--- src/rtl/alpha_data_emulator_pkg.sv ---
// Shared ALPHA definitions: word width, default header word, emulator states
// and the data-word parity helper. alpha_readout uses the same header
// constant, so both ends of the loopback agree on frame alignment.
package alpha_data_emulator_pkg;

    localparam int ALPHA_WORD_WIDTH = 16;

    // Frame header sent ahead of every burst of data words.
    localparam logic [ALPHA_WORD_WIDTH-1:0] ALPHA_HEADER = 16'hA1FA;

    // ST_ prefix keeps the state names apart from the HEADER parameter.
    typedef enum logic [1:0] {
        ST_IDLE   = 2'd0,
        ST_HEADER = 2'd1,
        ST_DATA   = 2'd2,
        ST_GAP    = 2'd3
    } alpha_state_e;

    // Even parity: the XOR of all bits of the word.
    function automatic logic word_parity(input logic [ALPHA_WORD_WIDTH-1:0] w);
        return ^w;
    endfunction

endpackage

--- src/rtl/alpha_word_serializer.sv ---
// 16-bit load/shift register, MSB first, with a bit counter and a last-bit strobe.
// Ports: clk_i/rst_i (sync, active high); load_i/word_i/ext_i load a word,
//   optionally followed by its parity bit; shift_i advances one bit;
//   msb_o is the registered serial bit; last_bit_o marks the word's final bit.
module alpha_word_serializer
    import alpha_data_emulator_pkg::*;
(
    input  logic                        clk_i,
    input  logic                        rst_i,
    input  logic                        load_i,
    input  logic                        ext_i,
    input  logic                        shift_i,
    input  logic [ALPHA_WORD_WIDTH-1:0] word_i,
    output logic                        msb_o,
    output logic                        last_bit_o
);

    // One spare LSB holds the parity bit of an extended word. For a plain
    // word it is 0, so the bit that follows the final data bit is already a
    // low idle bit.
    localparam int SW = ALPHA_WORD_WIDTH + 1;

    logic [SW-1:0] shreg_q;
    logic [4:0]    bit_cnt_q;
    logic          ext_q;

    always_ff @(posedge clk_i) begin
        if (rst_i) begin
            shreg_q   <= '0;
            bit_cnt_q <= '0;
            ext_q     <= 1'b0;
        end else if (load_i) begin
            shreg_q   <= {word_i, ext_i & word_parity(word_i)};
            bit_cnt_q <= '0;
            ext_q     <= ext_i;
        end else if (shift_i) begin
            shreg_q   <= {shreg_q[SW-2:0], 1'b0};
            bit_cnt_q <= bit_cnt_q + 5'd1;
        end
    end

    assign msb_o      = shreg_q[SW-1];
    assign last_bit_o = ext_q ? (bit_cnt_q == 5'd16) : (bit_cnt_q == 5'd15);

endmodule

--- src/rtl/alpha_data_emulator.sv ---
// Emulates the ALPHA data_a stream: HEADER, then WORDS_PER_FRAME data words
// (MSB first, one bit per clock), then GAP_CYCLES low cycles and a frame_done pulse.
// Ports: clock/reset (sync, active high); start; word_in/word_valid/word_ready
//   handshake; data_a serial out; busy, frame_done, sticky underflow, words_sent.
// Optional: define ALPHA_DATA_EMULATOR_PARITY_EN to append an even-parity bit
//   after every data word (not the header); word_ready then moves to that bit.
module alpha_data_emulator
    import alpha_data_emulator_pkg::*;
#(
    parameter logic [ALPHA_WORD_WIDTH-1:0] HEADER          = ALPHA_HEADER,
    parameter int                          WORDS_PER_FRAME = 8,
    parameter int                          GAP_CYCLES      = 16
) (
    input  logic                        clock,
    input  logic                        reset,
    input  logic                        start,
    input  logic [ALPHA_WORD_WIDTH-1:0] word_in,
    input  logic                        word_valid,
    output logic                        word_ready,
    output logic                        data_a,
    output logic                        busy,
    output logic                        frame_done,
    output logic                        underflow,
    output logic [7:0]                  words_sent
);

`ifdef ALPHA_DATA_EMULATOR_PARITY_EN
    localparam logic PARITY_EN = 1'b1;
`else
    localparam logic PARITY_EN = 1'b0;
`endif

    localparam logic [7:0] LAST_WORD = 8'(WORDS_PER_FRAME);
    localparam logic [7:0] GAP_LAST  = 8'(GAP_CYCLES - 1);

    alpha_state_e state_q;
    logic [7:0]   gap_cnt_q;      // gap cycles remaining after the current one
    logic [7:0]   words_sent_q;
    logic         underflow_q;
    logic         busy_q;
    logic         frame_done_q;

    logic                        accept;
    logic                        final_word;
    logic                        ser_load;
    logic                        ser_ext;
    logic                        ser_shift;
    logic                        ser_msb;
    logic                        ser_last;
    logic [ALPHA_WORD_WIDTH-1:0] ser_word;

    // words_sent already counts the word on the wire, so equality with
    // WORDS_PER_FRAME means the final data word is being sent.
    assign final_word = (words_sent_q == LAST_WORD);
    assign accept     = (state_q == ST_IDLE) && start;
    assign word_ready = ser_last &&
                        ((state_q == ST_HEADER) || ((state_q == ST_DATA) && !final_word));

    // The next word is loaded on the same edge that retires the last bit of
    // the current one, so words follow each other with no bubble. A missing
    // word goes out as all zeros.
    assign ser_load  = accept || word_ready;
    assign ser_ext   = !accept && PARITY_EN;
    assign ser_word  = accept ? HEADER : (word_valid ? word_in : '0);
    assign ser_shift = (state_q == ST_HEADER) || (state_q == ST_DATA);

    alpha_word_serializer u_ser (
        .clk_i      (clock),
        .rst_i      (reset),
        .load_i     (ser_load),
        .ext_i      (ser_ext),
        .shift_i    (ser_shift),
        .word_i     (ser_word),
        .msb_o      (ser_msb),
        .last_bit_o (ser_last)
    );

    always_ff @(posedge clock) begin
        if (reset) begin
            state_q      <= ST_IDLE;
            gap_cnt_q    <= '0;
            words_sent_q <= '0;
            underflow_q  <= 1'b0;
            busy_q       <= 1'b0;
            frame_done_q <= 1'b0;
        end else begin
            case (state_q)
                ST_IDLE: begin
                    frame_done_q <= 1'b0;
                    if (start) begin
                        state_q      <= ST_HEADER;
                        busy_q       <= 1'b1;
                        underflow_q  <= 1'b0;
                        words_sent_q <= '0;
                    end
                end
                ST_HEADER, ST_DATA: begin
                    if (ser_last) begin
                        if ((state_q == ST_DATA) && final_word) begin
                            state_q      <= ST_GAP;
                            gap_cnt_q    <= GAP_LAST;
                            // A single-cycle gap is its own final cycle.
                            frame_done_q <= (GAP_LAST == 8'd0);
                        end else begin
                            state_q      <= ST_DATA;
                            words_sent_q <= words_sent_q + 8'd1;
                            if (!word_valid) begin
                                underflow_q <= 1'b1;
                            end
                        end
                    end
                end
                ST_GAP: begin
                    if (gap_cnt_q == 8'd0) begin
                        state_q      <= ST_IDLE;
                        busy_q       <= 1'b0;
                        frame_done_q <= 1'b0;
                    end else begin
                        gap_cnt_q    <= gap_cnt_q - 8'd1;
                        frame_done_q <= (gap_cnt_q == 8'd1);
                    end
                end
                default: begin
                    state_q <= ST_IDLE;
                end
            endcase
        end
    end

    assign data_a     = ser_msb;
    assign busy       = busy_q;
    assign frame_done = frame_done_q;
    assign underflow  = underflow_q;
    assign words_sent = words_sent_q;

endmodule

--- config.mk ---
export PLATFORM = sky130hd
export DESIGN_NAME = alpha_data_emulator
export DESIGN_NICKNAME = d
export VERILOG_FILES = /design/src/rtl/alpha_data_emulator_pkg.sv /design/src/rtl/alpha_word_serializer.sv /design/src/rtl/alpha_data_emulator.sv
export SDC_FILE = /design/constraint.sdc
export NUM_CORES = 1
export LEC_CHECK = 0
export CORE_UTILIZATION = 54
export DETAILED_ROUTE_END_ITERATION = 12
export GPL_TIMING_DRIVEN = 0
export MAX_ROUTING_LAYER = met4
export PLACE_DENSITY = 0.79
export SYNTH_ARGS = -nofsm -noshare
export SYNTH_HDL_FRONTEND = slang
export SYNTH_SLANG_ARGS = --single-unit
export TNS_END_PERCENT = 50
--- constraint.sdc ---
create_clock -name clock -period 2.3 [get_ports clock]
set_input_delay 0.345 -clock clock [delete_from_list [all_inputs] [get_ports clock]]
set_output_delay 0.345 -clock clock [all_outputs]
set_load 0.02 [all_outputs]
==> results.toml, run 1 <==
[logic_synthesis]
synthArstFlopShare = 0
synth.net_count = 287
netlist_top_cells_area = "dfxtp_1 (37%), mux2i_1 (7.1%), nor2_1 (6.9%)"
synth_top_area_frac = 0.374
yosys_most_used_dff = "dfxtp_1"
synth-edff-count = 0
syn_inst = 256
syn_area_um2 = 2250
seq_area_frac_synth = 0.374
post_synth_num_cell_types = 46
yosysWarnings = 0
yosys.area.top_type = "dfxtp_1"
syn_avg_cell_area_um2 = 8.77
synth-seq-cells = 42

[power_and_ir_drop]
p_int_uw = 1330
seq_power_share = 0.443
switching_share = 0.299
p_total_uw = 1890
p_per_area_nw_per_um2 = 677
switching_power_uw = 565
ir_worst_vdd_mv = 0.491
p_comb_frac = 0.250
clkPwrFrac = 0.307
p_leak_uw = 0.00105

[global_routing]
grt_pass1_wl_mm = 8.47
grt_pass1_vias = 1865
grt_max_degree = 14
grtUsageTotal = 0.259
grt_overflow = 0
antenna_found_initial = 0

[floorplanning]
die_area_um2 = 4420
die_w_um = 66.5
ios = 33
start_util = 0.561
rows = 23
die_h_um = 66.5
core_area_um2 = 4000

[timing]
slew_headroom = 0.594
fin_skew_ps = 6.14
fin_crit_sh = 0.931
setup_viol = 0
final_max_slew_viol_count = 0
tns_ps = 0
finalCriticalPeriod_ps = 2140
rsz0062_at_grt = "false"
tightest_slew_ps = 607
hold_violations = 0
max_freq_ghz = 0.467

[clock_tree]
clk-insertion-delay-late_ps = 300
cts_buffers = 5
cts_hold_buf = 0
path_clk_slew_ps = 80
cts_sinks = 42
cts_max_level = 2
ctsLongestPathBuffers = 2
clockRootBuffer = "clkbuf_8"
cts_tree = "done"

[detailed_routing]
drc_errors = 0
avgRoutedWirePerCell_um = 14.8
vias = 2047
via_per_inst = 5.87
antenna_left = 0
drt_first_iter_violations = 124
route.final.wire_length_mm = 5.15
firstDrtPassIters = 5

[setup_path]
cp_max_fo = 8
path_class = "reg -> out"
critPathArrivalTime_ps = 1800
startpoint_type = "register"
crit_buf_inv = 2
worst_path_max_delay_cell = "dfxtp_2"
crit_chain = "ha_1 > and3_4 > ha_4 > o21ai_0 > a21oi_2 > clkbuf_8 > buf_2"
worstPathRequired_ps = 1960
end_kind = "primary output"
crit_family = "flip-flops"
max_stage_delay_ps = 350

[layout]
multiInputGateArea_um2 = 1340
syn_to_final_growth_pct = 24.4
num_antenna_cells = 0
fill_cells = 307
seq_area_um2 = 843
drive_above_1_share = 0.127
fin_nets = 329

[place]
port-buffer-count = 31
hpwl_mm = 3.61
gp_congestion = 0.837

[status]
outcome = "complete, no violations"

[job]
maxCapViolations = 0

[hold_path]
hp-class = "reg -> reg"
[cells in the final DEF, fill, tap and decap left out, types with 2 or more instances in the layout]
cell	count
clkdlybuf4s50_1	30
nor3_1	13
mux2i_1	16
buf_4	4
buf_2	2
inv_1	10
nand4_1	3
o21ai_0	2
nand2_1	5
nor2b_1	2
and4_2	2
clkbuf_1	10
clkbuf_8	6
a22oi_1	2
a31oi_1	18
nand2b_1	3
and2_1	3
nor4_1	3
dfxtp_1	40
a211oi_2	2
nor4b_2	2
nor3b_1	2
a311oi_1	6
nor2_1	41
nand3_1	8
a21oi_1	15
ha_1	10
dfxtp_2	2
xor2_1	8
xnor2_1	5
[Yosys cell counts (3+ instances only)]
library cell / n
and2_1: 3
nor3_1: 13
a31oi_1: 18
xor2_1: 8
ha_1: 11
a311oi_1: 6
mux2i_1: 16
xnor2_1: 5
nor4_1: 3
nor2_1: 41
a21oi_1: 15
nand3_1: 8
inv_1: 10
nand2_1: 5
nand4_1: 3
nand2b_1: 3
clkbuf_1: 11
dfxtp_1: 42
[cells by family (layout without fill, tap and decap cells)]
group	after synthesis	in the layout	share of synthesized area
simple gates	98	98	0.236
flops	42	42	0.374
mux	17	17	0.0763
fa+ha+maj	11	11	0.0613
buf+inv	23	66	0.0396
xor+xnor	13	13	0.0507
compound gates	52	52	0.162
[what timing repair did]
action,4_1_cts,5_1_grt
setup endpoints to repair,4,15
setup buffers,1,3
gates resized for setup,9,7
pin swaps,0,0
[layer usage]
layer | routed length, um | global-route usage
met5 | 0 | -
met4 | 81 | 0.109
met3 | 271 | 0.0548
met2 | 2510 | 0.407
met1 | 2290 | 0.321
[area by class of cell]
type,count,area share
plain buffers,13,0.0233
multi-input cells,191,0.480
repair buffers,35,0.120
clock buffers,6,0.0260
clock inverters,2,0.0134
well taps,50,0.0224
inverters,10,0.0134
flip-flops and latches,42,0.302
[through the flow]
step / instances / setup WS, ps / hold slack [ps] / util / cell area, um2
after global routing: 349 / 25.6 / 501 / 0.698 / 2790
final: 349 / 159 / 472 / 0.698 / 2790
after floorplan: 256 / 308 / 472 / - / 2250
after CTS: 346 / 17.9 / 474 / 0.690 / 2760
after global placement: 337 / -511 / 442 / 0.655 / 2620
after detailed placement: 337 / -496 / 462 / 0.655 / 2620
[worst paths after layout]
kind	from	end	slack, ps	cells past startpoint
worst max-delay path	u_ser.bit_cnt_q[0]	word_ready	160	7
worst max register to register	u_ser.bit_cnt_q[0]	u_ser.shreg_q[12]	170	10
worst min-delay path	frame_done	frame_done	470	2
worst min register to register	frame_done	frame_done	470	2
[power by group through the flow]
| stage | clock [uW] | sequential [uW] | combinational [uW] |
|---|---|---|---|
| detailed placement | 0 | 852 | 459 |
| CTS | 590 | 837 | 465 |
| floorplan | 0 | 850 | 334 |
| global placement | 0 | 849 | 452 |
| finish | 582 | 838 | 472 |
| global route | 626 | 846 | 522 |
[worst min-delay path: cells and delay by family (launching register included)]
family           cells  cell delay, ps
AO/OA/AOI/OAI        1              50
AND/OR/NAND/NOR      1              60
flip-flops           1             320
[sequential cells by signal, indices dropped and copies added, names as in the netlist]
| name | count |
|---|---|
| gap_cnt_q | 8 |
| frame_done | 1 |
| state_q | 2 |
| busy | 1 |
| underflow | 1 |
| u_ser.bit_cnt_q | 5 |
| u_ser.shreg_q | 16 |
| words_sent | 8 |
(Power assumes the default switching activity.)
==> run 2: changes to the inputs <==
- CORE_MARGIN: not set -> 8
- CORE_UTILIZATION: 54 -> 50
- PLACE_DENSITY: 0.79 -> 0.74
==> run 2 against run 1 <==
  * Global-route usage down 11 points
  * Clock power is 12% lower
  * Critical path type unchanged
  * First-iteration DRC count grew 16%
  * Fmax fell by 1.6%
  * Total power shrank 4.2%
  * Worst hold slack lost 16 ps
  * Non-clock buffer count decreased by 3
  * Largest cell class unchanged
==> results.toml, run 2 (synthesis results as in run 1) <==
[detailed_routing]
drc_errors = 0
via_per_inst = 5.74
vias = 1997
drt_first_iter_violations = 144
antenna_left = 0
firstDrtPassIters = 4
avgRoutedWirePerCell_um = 15.0
route.final.wire_length_mm = 5.21

[power_and_ir_drop]
p_per_area_nw_per_um2 = 660
ir_worst_vdd_mv = 0.390
p_total_uw = 1810
p_leak_uw = 0.00103

[floorplanning]
ios = 33
die_h_um = 83.0
rows = 24
core_area_um2 = 4350
die_area_um2 = 6890
die_w_um = 83.0
start_util = 0.516

[timing]
fin_crit_sh = 0.946
setup_viol = 0
fin_skew_ps = 8.68
max_freq_ghz = 0.460
hold_violations = 0
tightest_slew_ps = 554
rsz0062_at_grt = "false"
final_max_slew_viol_count = 0
finalCriticalPeriod_ps = 2180
slew_headroom = 0.629

[clock_tree]
clockRootBuffer = "clkbuf_8"
cts_buffers = 5
cts_max_level = 2
clk-insertion-delay-late_ps = 300
path_clk_slew_ps = 80
cts_tree = "done"
ctsLongestPathBuffers = 2
cts_sinks = 42

[setup_path]
path_class = "reg -> out"
crit_chain = "ha_1 > and3_1 > ha_4 > o21ai_0 > a21oi_2 > clkbuf_8 > buf_4"
cp_max_fo = 10
crit_family = "flip-flops"
cp_num_cells = 7
crit_path_start = "u_ser.bit_cnt_q[0]"
end_kind = "primary output"
startpoint_type = "register"
worst_path_max_delay_cell = "dfxtp_2"
worstPathRequired_ps = 1960
r2r_end = "u_ser.shreg_q[16]"
regToRegStartpoint = "state_q[1]"
critPathArrivalTime_ps = 1830
crit_end = "word_ready"
r2r_cells = 8
r2r_slack_ps = 160
crit_buf_inv = 2
max_stage_delay_ps = 360

[place]
placed_cells = 339
port-buffer-count = 31
gp_congestion = 0.874
hpwl_mm = 3.73

[layout]
regMostFlops = "u_ser.shreg_q"
fill_cells = 382
fin_util = 0.631
fin_nets = 326
final_cells = 348
layout_common_cells = "nor2_1 (41), dfxtp_1 (40), clkdlybuf4s50_1 (30)"
final_common_cell = "nor2_1"
drive_above_1_share = 0.115
num_antenna_cells = 0
largest_register_ffs = 16
syn_to_final_growth_pct = 22.4

[global_routing]
grt_overflow = 0
grt_max_degree = 14
grt_pass1_vias = 1930
antenna_found_initial = 0
grt_pass1_wl_mm = 8.84
grtUsageTotal = 0.152

[status]
outcome = "complete, no violations"

[hold_path]
hp-class = "reg -> reg"

[job]
maxCapViolations = 0
[run 2: stage by stage]
step           cell area (um2)  setup slack [ps]  TNS (ps)  hold slack, ps
2_1_floorplan             2250               308         0             472
3_3_place_gp              2620              -551      -596             443
6_report                  2750               125         0             456
4_1_cts                   2740              78.9         0             463
5_1_grt                   2750              8.61         0             491
3_5_place_dp              2620              -586      -888             454
[run 2: final cells by class]
type                    instances  area [um2]  area share
multi-input cells             191        1330       0.483
flip-flops and latches         42         843       0.307
repair buffers                 32         315       0.115
clock buffers                   7        86.3      0.0314
well taps                      52        65.1      0.0237
plain buffers                  13        63.8      0.0232
inverters                      10        37.5      0.0137
clock inverters                 1        8.76     0.00319
[run 2: repair_timing]
action	in CTS	in global routing
pin swaps	0	0
hold buffers	0	0
setup endpoints to repair	14	14
resized for setup	10	6
setup buffers	1	0
[run 2: power breakdown]
group	internal [uW]	switching (uW)	leakage [uW]
Combinational	215	252	0.000640
Sequential	787	48.6	0.000344
Clock	248	262	0.0000489
Total	1250	563	0.00103
[run 2: how the worst min path moves through the flow]
stage	slack [ps]	end	cells past startpoint	start
2_1_floorplan	470	u_ser.bit_cnt_q[3]	2	u_ser.bit_cnt_q[3]
3_3_place_gp	440	frame_done	2	frame_done
3_5_place_dp	450	frame_done	2	frame_done
4_1_cts	460	frame_done	2	frame_done
5_1_grt	490	frame_done	2	frame_done
6_report	460	frame_done	2	frame_done
[run 2: routing by layer]
| layer | share of wire | global-route usage |
|---|---|---|
| met5 | 0 | - |
| met4 | 0.012 | 0.0687 |
| met3 | 0.045 | 0.0371 |
| met2 | 0.47 | 0.231 |
| met1 | 0.47 | 0.185 |
[run 2: worst reg2reg max path, delay by kind of cell, from the launching register on]
family / cells / cell delay, ps
buffers and inverters: 3 / 720
flip-flops: 1 / 410
adder cells (fa/ha/maj): 1 / 340
multiplexers: 1 / 250
AO/OA/AOI/OAI: 2 / 230
AND/OR/NAND/NOR: 1 / 60
==> run 3: changes to the inputs <==
- CORE_UTILIZATION: 50 -> 49
- HOLD_SLACK_MARGIN: not set -> 0.15
- PLACE_DENSITY: 0.74 -> 0.76
- clock period: 2.3 -> 1.83 ns (I/O delays scaled with it)
==> run 3 against run 2 <==
  * The run now ends with setup timing left
  * First-iteration DRC count up 1.4%
  * Non-clock buffer count up 23
  * Worst setup slack worse by 250 ps
  * Via count up 9.1%
  * Sequential power up 27%
  * Register-to-register slack worse by 260 ps
  * Critical path depth unchanged
  * Cell count up 6.6%
  * Sequential share of layout area down 4.7 points
  * Utilization up 12 points
  * Global-route usage up 0.92 points
  * Critical path type unchanged
==> results.toml, run 3 (synthesis results as in run 1) <==
[timing]
slew_headroom = 0.551
fin_skew_ps = 6.99
max_freq_ghz = 0.511
finalCriticalPeriod_ps = 1960
setup_ws_ps = -125
final_max_slew_viol_count = 0
fin_crit_sh = 1.07
tightest_slew_ps = 673
setup_viol = 13
rsz0062_at_grt = "true"
hold_violations = 0
tns_ps = -518

[setup_path]
crit_chain = "ha_4 > and3_4 > ha_4 > o21ai_2 > a21oi_4 > clkbuf_8 > buf_6"
max_stage_delay_ps = 370
cp_max_fo = 3
critPathArrivalTime_ps = 1680
crit_family = "flip-flops"
worst_path_max_delay_cell = "dfxtp_2"
worstPathRequired_ps = 1560
r2r_end = "u_ser.shreg_q[1]"
crit_top_cell = "ha_4"
startpoint_type = "register"
crit_buf_inv = 2
r2r_slack_ps = -100
path_class = "reg -> out"
r2r_cells = 9
end_kind = "primary output"
regToRegStartpoint = "state_q[1]"
crit_path_start = "u_ser.bit_cnt_q[0]"

[layout]
fill_cells = 298
final_common_cell = "nor2_1"
drive_above_1_share = 0.298
largest_register_ffs = 16
layout_common_cells = "nor2_1 (38), dfxtp_1 (35), clkdlybuf4s50_1 (30)"
regMostFlops = "u_ser.shreg_q"
multiInputGateArea_um2 = 1600
fin_nets = 349
seq_area_um2 = 857
design_area_um2 = 3300
syn_to_final_growth_pct = 47.1
num_antenna_cells = 0
fin_util = 0.754

[place]
port-buffer-count = 31
hpwl_mm = 3.79
gp_congestion = 0.849
placed_cell_area_um2 = 2630

[clock_tree]
cts_hold_buf = 0
path_clk_slew_ps = 80
cts_buffers = 5
clockRootBuffer = "clkbuf_8"
cts_max_level = 2
clk-insertion-delay-late_ps = 300
ctsLongestPathBuffers = 2
cts_sinks = 42
cts_tree = "done"

[power_and_ir_drop]
p_per_area_nw_per_um2 = 791
p_leak_uw = 0.00123
ir_worst_vdd_mv = 0.534

[status]
outcome = "complete, but fails checks"
violations = "setup timing"

[hold_path]
hp-class = "reg -> reg"
holdPathEnd = "frame_done"
holdCritStartpoint = "frame_done"
min_path_cells = 2

[global_routing]
grt_max_degree = 15
grtUsageTotal = 0.161
grt_pass1_wl_mm = 9.42
grt_pass1_vias = 2065
antenna_found_initial = 0
grt_overflow = 0

[detailed_routing]
antenna_left = 0
route.final.wire_length_mm = 6.77
avgRoutedWirePerCell_um = 18.3
firstDrtPassIters = 4
drc_errors = 0
drt_first_iter_violations = 146
vias = 2179
via_per_inst = 5.87

[floorplanning]
die_area_um2 = 7010
die_h_um = 83.7
ios = 33
start_util = 0.512
core_area_um2 = 4380
die_w_um = 83.7
rows = 24

[job]
maxCapViolations = 0
[run 3: cell count changes in the layout (fill, tap and decap cells not counted), moves of 3 or more]
| cell | previous run | this run |
|---|---|---|
| buf_4 | 2 | 20 |
| buf_6 | 0 | 6 |
| dfxtp_1 | 40 | 35 |
| ha_1 | 10 | 5 |
| a31oi_4 | 1 | 5 |
| ha_4 | 1 | 6 |
| inv_1 | 10 | 6 |
| dfxtp_4 | 0 | 3 |
| clkbuf_1 | 9 | 6 |
| inv_2 | 0 | 3 |
| nor2_1 | 41 | 38 |
| a31oi_1 | 18 | 14 |
[run 3: timing repair]
action | CTS | global route
gates resized for setup | 35 | 49
setup buffers | 10 | 14
gates cloned | 0 | 1
setup endpoints to repair | 40 | 37
pin swaps | 6 | 29
[run 3: per-stage QoR]
| step | setup slack [ps] | hold slack (ps) | power, uW | std cells |
|---|---|---|---|---|
| 3_3_place_gp | -801 | 442 | 1640 | 339 |
| 6_report | -125 | 453 | 2610 | 371 |
| 5_1_grt | -178 | 490 | 2750 | 371 |
| 2_1_floorplan | -58.0 | 472 | 1490 | 256 |
| 3_5_place_dp | -814 | 446 | 1650 | 339 |
| 4_1_cts | -99.4 | 441 | 2450 | 357 |
[run 3: worst min-delay path, stage by stage, from the launching register on]
cell     delay [ps]
dfxtp_1         320
nand2_1          50
a21oi_1          50
[run 3: area by class of cell]
type                       count  share of cell area
multi-input combinational    191               0.483
sequential                    42               0.259
timing repair buffer          56               0.161
buffer                        12              0.0310
clock buffer                   5              0.0208
tap                           52              0.0197
clock inverter                 3              0.0133
inverter                      10              0.0121
[run 3: per-layer routing]
metal,GRT usage,part of all wire
met1,0.193,0.42
met2,0.259,0.52
met3,0.0361,0.042
met4,0.0549,0.019
met5,-,0
[run 3: power breakdown]
group | total [uW] | leakage [uW] | internal [uW] | switching [uW]
Clock | 752 | 0.0000585 | 409 | 343
Combinational | 799 | 0.000826 | 390 | 409
Sequential | 1060 | 0.000347 | 990 | 73.3
[run 3: worst max-delay path by stage]
stage | endpoint | slack, ps | depth (start not counted)
2_1_floorplan | words_sent[0] | -60 | 8
3_3_place_gp | word_ready | -800 | 7
3_5_place_dp | word_ready | -810 | 7
4_1_cts | word_ready | -100 | 7
5_1_grt | u_ser.shreg_q[1] | -180 | 9
6_report | word_ready | -130 | 7
